File: config.mk
export PLATFORM = sky130hd
export DESIGN_NAME = tnoc_input_route_fifo
export DESIGN_NICKNAME = d
export VERILOG_FILES = /design/src/rtl/tnoc_input_route_fifo.sv
export SDC_FILE = /design/constraint.sdc
export NUM_CORES = 1
export LEC_CHECK = 0
export ABC_AREA = 0
export BUFFER_PORTS_ARGS = -buffer_cell sky130_fd_sc_hd__buf_4
export CORE_ASPECT_RATIO = 0.75
export CORE_MARGIN = 8
export CORE_UTILIZATION = 28
export CTS_BUF_LIST = sky130_fd_sc_hd__clkbuf_4
export CTS_CLUSTER_DIAMETER = 100
export DETAILED_ROUTE_END_ITERATION = 12
export PLACE_DENSITY_LB_ADDON = 0.1
export SYNTH_ARGS = -nofsm -noshare
export SYNTH_HDL_FRONTEND = slang
export SYNTH_SLANG_ARGS = --single-unit
File: constraint.sdc
create_clock -name clk -period 2.7 [get_ports clk]
set_input_delay 0.135 -clock clk [delete_from_list [all_inputs] [get_ports clk]]
set_output_delay 0.135 -clock clk [all_outputs]
set_load 0.05 [all_outputs]
File: src/rtl/tnoc_input_route_fifo.sv
// rtl/tnoc_input_route_fifo.sv - input-port flit FIFO with XY route computation and framing check
//
// Purpose: buffers flits from the error-checking stage, computes a one-hot XY
// output route from the head flit's destination, holds it for the packet and
// flags input framing violations.
//
// Ports:
//   clk, rst_n                      clock, asynchronous active-low reset
//   own_id_x, own_id_y              this router's coordinates (quasi-static)
//   flit_in_*                       upstream flit (valid/ready handshake)
//   flit_out_*                      buffered flit at FIFO head (valid/ready)
//   route, route_valid              one-hot {local, Y-, Y+, X-, X+} for output packet
//   occupancy                       current entry count
//   framing_error                   sticky input framing violation

module tnoc_input_route_fifo #(
    parameter int DEPTH      = 4,
    parameter int DATA_WIDTH = 64,
    parameter int ID_X_WIDTH = 3,
    parameter int ID_Y_WIDTH = 3
) (
    input  logic                    clk,
    input  logic                    rst_n,
    input  logic [ID_X_WIDTH-1:0]   own_id_x,
    input  logic [ID_Y_WIDTH-1:0]   own_id_y,
    input  logic                    flit_in_valid,
    output logic                    flit_in_ready,
    input  logic                    flit_in_head,
    input  logic                    flit_in_tail,
    input  logic [ID_X_WIDTH-1:0]   flit_in_dest_x,
    input  logic [ID_Y_WIDTH-1:0]   flit_in_dest_y,
    input  logic [DATA_WIDTH-1:0]   flit_in_data,
    output logic                    flit_out_valid,
    input  logic                    flit_out_ready,
    output logic                    flit_out_head,
    output logic                    flit_out_tail,
    output logic [DATA_WIDTH-1:0]   flit_out_data,
    output logic [4:0]              route,
    output logic                    route_valid,
    output logic [$clog2(DEPTH):0]  occupancy,
    output logic                    framing_error
);

    localparam int PW = $clog2(DEPTH);
    localparam logic [PW:0] FULL = (PW+1)'(DEPTH);

    typedef enum logic {IDLE, ACTIVE} state_t;

    logic [DATA_WIDTH-1:0] data_q [DEPTH];
    logic                  head_q [DEPTH];
    logic                  tail_q [DEPTH];
    logic [ID_X_WIDTH-1:0] dx_q   [DEPTH];
    logic [ID_Y_WIDTH-1:0] dy_q   [DEPTH];

    logic [PW-1:0] wr_ptr_q, wr_ptr_d;
    logic [PW-1:0] rd_ptr_q, rd_ptr_d;
    logic [PW:0]   occ_q, occ_d;
    logic          in_packet_q, in_packet_d;
    logic          framing_error_q, framing_error_d;
    state_t        state_q;
    logic [4:0]    route_latched_q;
    logic [4:0]    route_calc;
    logic          push, pop;

    // Handshake outputs depend only on registered occupancy, never on the
    // opposite side's valid/ready.
    assign flit_in_ready  = (occ_q != FULL);
    assign flit_out_valid = (occ_q != '0);
    assign push           = flit_in_valid && flit_in_ready;
    assign pop            = flit_out_valid && flit_out_ready;

    assign flit_out_head  = head_q[rd_ptr_q];
    assign flit_out_tail  = tail_q[rd_ptr_q];
    assign flit_out_data  = data_q[rd_ptr_q];
    assign occupancy      = occ_q;
    assign framing_error  = framing_error_q;

    always_comb begin
        wr_ptr_d = push ? wr_ptr_q + PW'(1) : wr_ptr_q;
        rd_ptr_d = pop  ? rd_ptr_q + PW'(1) : rd_ptr_q;
        occ_d    = occ_q;
        case ({push, pop})
            2'b10:   occ_d = occ_q + (PW+1)'(1);
            2'b01:   occ_d = occ_q - (PW+1)'(1);
            default: occ_d = occ_q;
        endcase
    end

    // A push is a framing violation exactly when its head flag matches the
    // in-packet state: head inside a packet, or body/tail outside one.
    always_comb begin
        in_packet_d     = in_packet_q;
        framing_error_d = framing_error_q;
        if (push) begin
            if (flit_in_head == in_packet_q)
                framing_error_d = 1'b1;
            if (flit_in_tail)
                in_packet_d = 1'b0;
            else if (flit_in_head)
                in_packet_d = 1'b1;
        end
    end

    // XY dimension-order route from the stored destination of the head entry.
    always_comb begin
        route_calc = 5'b10000;
        if (dx_q[rd_ptr_q] > own_id_x)
            route_calc = 5'b00001;
        else if (dx_q[rd_ptr_q] < own_id_x)
            route_calc = 5'b00010;
        else if (dy_q[rd_ptr_q] > own_id_y)
            route_calc = 5'b00100;
        else if (dy_q[rd_ptr_q] < own_id_y)
            route_calc = 5'b01000;
    end

    // In IDLE the route is shown the same cycle the head appears; in ACTIVE
    // the latched value holds for the rest of the packet.
    always_comb begin
        if (state_q == ACTIVE) begin
            route_valid = 1'b1;
            route       = route_latched_q;
        end else begin
            route_valid = flit_out_valid && flit_out_head;
            route       = route_valid ? route_calc : 5'b00000;
        end
    end

    always_ff @(posedge clk or negedge rst_n) begin
        if (!rst_n) begin
            wr_ptr_q        <= '0;
            rd_ptr_q        <= '0;
            occ_q           <= '0;
            in_packet_q     <= 1'b0;
            framing_error_q <= 1'b0;
            for (int i = 0; i < DEPTH; i++) begin
                data_q[i] <= '0;
                head_q[i] <= 1'b0;
                tail_q[i] <= 1'b0;
                dx_q[i]   <= '0;
                dy_q[i]   <= '0;
            end
        end else begin
            wr_ptr_q        <= wr_ptr_d;
            rd_ptr_q        <= rd_ptr_d;
            occ_q           <= occ_d;
            in_packet_q     <= in_packet_d;
            framing_error_q <= framing_error_d;
            if (push) begin
                data_q[wr_ptr_q] <= flit_in_data;
                head_q[wr_ptr_q] <= flit_in_head;
                tail_q[wr_ptr_q] <= flit_in_tail;
                dx_q[wr_ptr_q]   <= flit_in_dest_x;
                dy_q[wr_ptr_q]   <= flit_in_dest_y;
            end
        end
    end

    // Route FSM. A single-flit packet popped in the cycle it appears never
    // leaves IDLE, so the following head is routed straight away.
    always_ff @(posedge clk or negedge rst_n) begin
        if (!rst_n) begin
            state_q         <= IDLE;
            route_latched_q <= '0;
        end else begin
            case (state_q)
                IDLE: begin
                    if (flit_out_valid && flit_out_head) begin
                        route_latched_q <= route_calc;
                        if (!(pop && flit_out_tail))
                            state_q <= ACTIVE;
                    end
                end
                ACTIVE: begin
                    if (pop && flit_out_tail)
                        state_q <= IDLE;
                end
                default: state_q <= IDLE;
            endcase
        end
    end

endmodule

==> reports/results.ini <==
[route]
wirelength_mm = 36.88
drcViolationCount = 0
wl_per_cell_um = 19.73
ant_nets = 0
via_per_inst = 4.367
drt_iter0_drc = 291
first_pass_iters = 4
dr_total_vias = 8161

[setup_path]
crit_path_end_kind = output pin
critical_path_class = flip-flop to output pin
worstReg2RegStart = rd_ptr_q[0]$_DFFE_PN0P_
critPathLaunchType = flip-flop
critPathArrivalTime_ns = 3.03
crit_fanout = 6
critPathLaunch = rd_ptr_q[0]$_DFFE_PN0P_
crit_required_ns = 2.57

[floorplanning]
die-area_um2 = 58240
die_x_um = 276.0
start_util_pct = 28.34
core-area_um2 = 50100
fp.dieH_um = 211.0
num_io_pins = 160
rows = 71

[place]
routabilityCongestion = 0.6652
dpl.cell_count = 1596
dp_hpwl_mm = 21.65
portBuffers = 159
place_area_um2 = 16300

[timing]
relSlewSlack_pct = 64.40
setup_violations = 23
drv_slew = 0
skew_ns = 0.01971
whs_ns = 0.1661
fin_ws_ns = -0.4601
fmax_mhz = 316.4
rsz0062_at_grt = yes
fin_crit_sh_pct = 117.0
worstMarginPinSlew_ns = 0.5339
fin_crit_ns = 3.160
hold_viol_final = 0

[clock_tree]
cts_buffers = 86
clock-sinks = 303
worstSkewPairLatency_ns = 0.77
cts_max_path_buffers = 3
cts_tree = yes
cts_max_level = 3
cts.clk_slew.worst_paths_ns = 0.06
root_buffer = clkbuf_4

[global_route]
antenna_found_initial = 2
grt_start_max_net_pins = 57
grt-ovfl-total = 0
grt_pass1_vias = 9304
grt_pass1_wl_mm = 58.75
grt_usage_pct = 12.95

[run]
maxCapViolations = 0

[power]
peakVddDrop_v = 0.001009
p_leak_nw = 9.006
total_power_w = 0.02897
p_per_area_nw_per_um2 = 1521

[outcome]
status = finished, violations left
violations = setup timing

[yosys]
synth_area_leaders = dfrtp_1, mux2_4, mux4_2
synth_most_common_cell = dfrtp_1
synth.net_count = 888
synth_top_cells_by_count = dfrtp_1, mux2_4, mux2_2, mux4_2, buf_6
synthArstFlopShare_pct = 100.0
synth_edf_count = 0
synth_top_area_share_pct = 53.41
avgSynthCellArea_um2 = 17.88
synthCells = 794
yosysTopAreaCell = dfrtp_1
synth_cell_types = 33
ys_warn_count = 0
ys.flop_type = dfrtp_1
syn_area_um2 = 14200
ys_ff_latch = 303
synth_seq_area_share_pct = 53.41

[final_layout]
fin_nets = 1233
instances_no_fill = 1869
area_growth_pct = 34.15
fin_area_um2 = 19050
drive_gt1_share_pct = 61.11

[hold_path]
min-delay-start = flit_in_data[57]
hold_path.class = primary input to flip-flop

layout by cell type, fill, tap and decap left out, types with 4 or more instances in the layout:
master,synthesis,layout
mux4_2,72,72
inv_1,13,12
buf_8,0,5
dfrtp_1,303,301
clkinv_1,0,16
ha_4,0,4
mux2_4,210,210
buf_16,0,8
xnor2_1,4,4
nand2_1,16,15
ha_1,11,7
mux2_2,78,78
a21o_1,4,4
dlygate4sd3_1,0,84
o21ai_0,9,5
diode_2,0,6
buf_12,0,17
clkbuf_4,0,134
buf_4,0,127
buf_6,22,61
worst max-delay path, stage by stage, from the launching register on:
cell and delay, ns:
dfrtp_4 0.48, mux4_2 0.54, inv_2 0.09, ha_4 0.12, or3b_4 0.36, and4b_1 0.21, o211ai_1 0.09, buf_4 0.18
o21ai_4 0.05, buf_6 0.15
power by group:
part / internal [W] / leakage [nW] / switching, W
Combinational: 0.00835 / 4.74 / 0.00809
Sequential: 0.00689 / 3.60 / 0.00126
Clock: 0.00234 / 0.672 / 0.00203
through the flow:
| stage | worst slack [ns] | TNS (ns) | util, % |
|---|---|---|---|
| finish | -0.4601 | -3.881 | 38.01 |
| global route | -0.7012 | -12.68 | 38.01 |
| global placement | 0.06321 | 0 | 32.54 |
| floorplan | 0.003134 | 0 | - |
| CTS | -0.6208 | -10.95 | 37.46 |
| detailed placement | 0.05669 | 0 | 32.54 |
kinds of logic after synthesis:
group	Yosys count	synth area share, %
xor gates and xnor gates	7	0.4318
and+or+nand+nor	33	1.481
DFF	303	53.41
AOI/OAI and AO/OA	20	0.8902
buffers and inverters	59	2.864
adders and majority gates	12	1.110
muxes	360	39.82
final timing paths:
path,to,cells after the start,slack [ns]
hold reg to reg,route_latched_q[4]$_DFFE_PN0P_,2,0.48
hold / removal,data_q[185]$_DFFE_PN0P_,3,0.17
min in group asynchronous,data_q[48]$_DFFE_PN0P_,4,0.62
max in group asynchronous,rd_ptr_q[0]$_DFFE_PN0P_,4,1.62
setup reg to reg,route_latched_q[2]$_DFFE_PN0P_,7,0.08
setup / recovery,route[4],9,-0.46
what timing repair did:
item,4_1_cts,5_1_grt
hold buffers,85,0
setup endpoints to repair,72,64
endpoints found under the hold margin,605,0
setup buffers,7,16
pin swaps,4,1
cloned,5,1
gates resized for setup,68,39
per-layer routing:
| layer | GRT usage, % | up-vias | routed length, um |
|---|---|---|---|
| met4 | 4.100 | 0 | 846 |
| li1 | - | 3701 | - |
| met3 | 3.841 | 72 | 1575 |
| met2 | 19.41 | 169 | 16480 |
| met1 | 17.88 | 4219 | 17980 |
| met5 | 0 | - | 0 |
layout make-up:
cell class,instances,area [um^2]
Antenna cell,6,15.01
Clock buffer,134,1006
Clock inverter,21,107.6
Fill cell,4768,31060
Inverter,13,48.80
Multi-Input combinational cell,432,6315
Sequential cell,303,7590
Tap cell,657,822.0
Timing Repair Buffer,303,3142
registers in the layout, summed over array words and instances, names as in the netlist:
| signal | cells |
|---|---|
| route_latched_q | 5 |
| dx_q | 12 |
| wr_ptr_q | 2 |
| rd_ptr_q | 2 |
| dy_q | 12 |
| in_packet_q | 1 |
| tail_q | 4 |
| data_q | 256 |
| occupancy | 3 |
| head_q | 4 |
| state_q | 1 |
| framing_error | 1 |
Power figures use the tool's default switching activity.
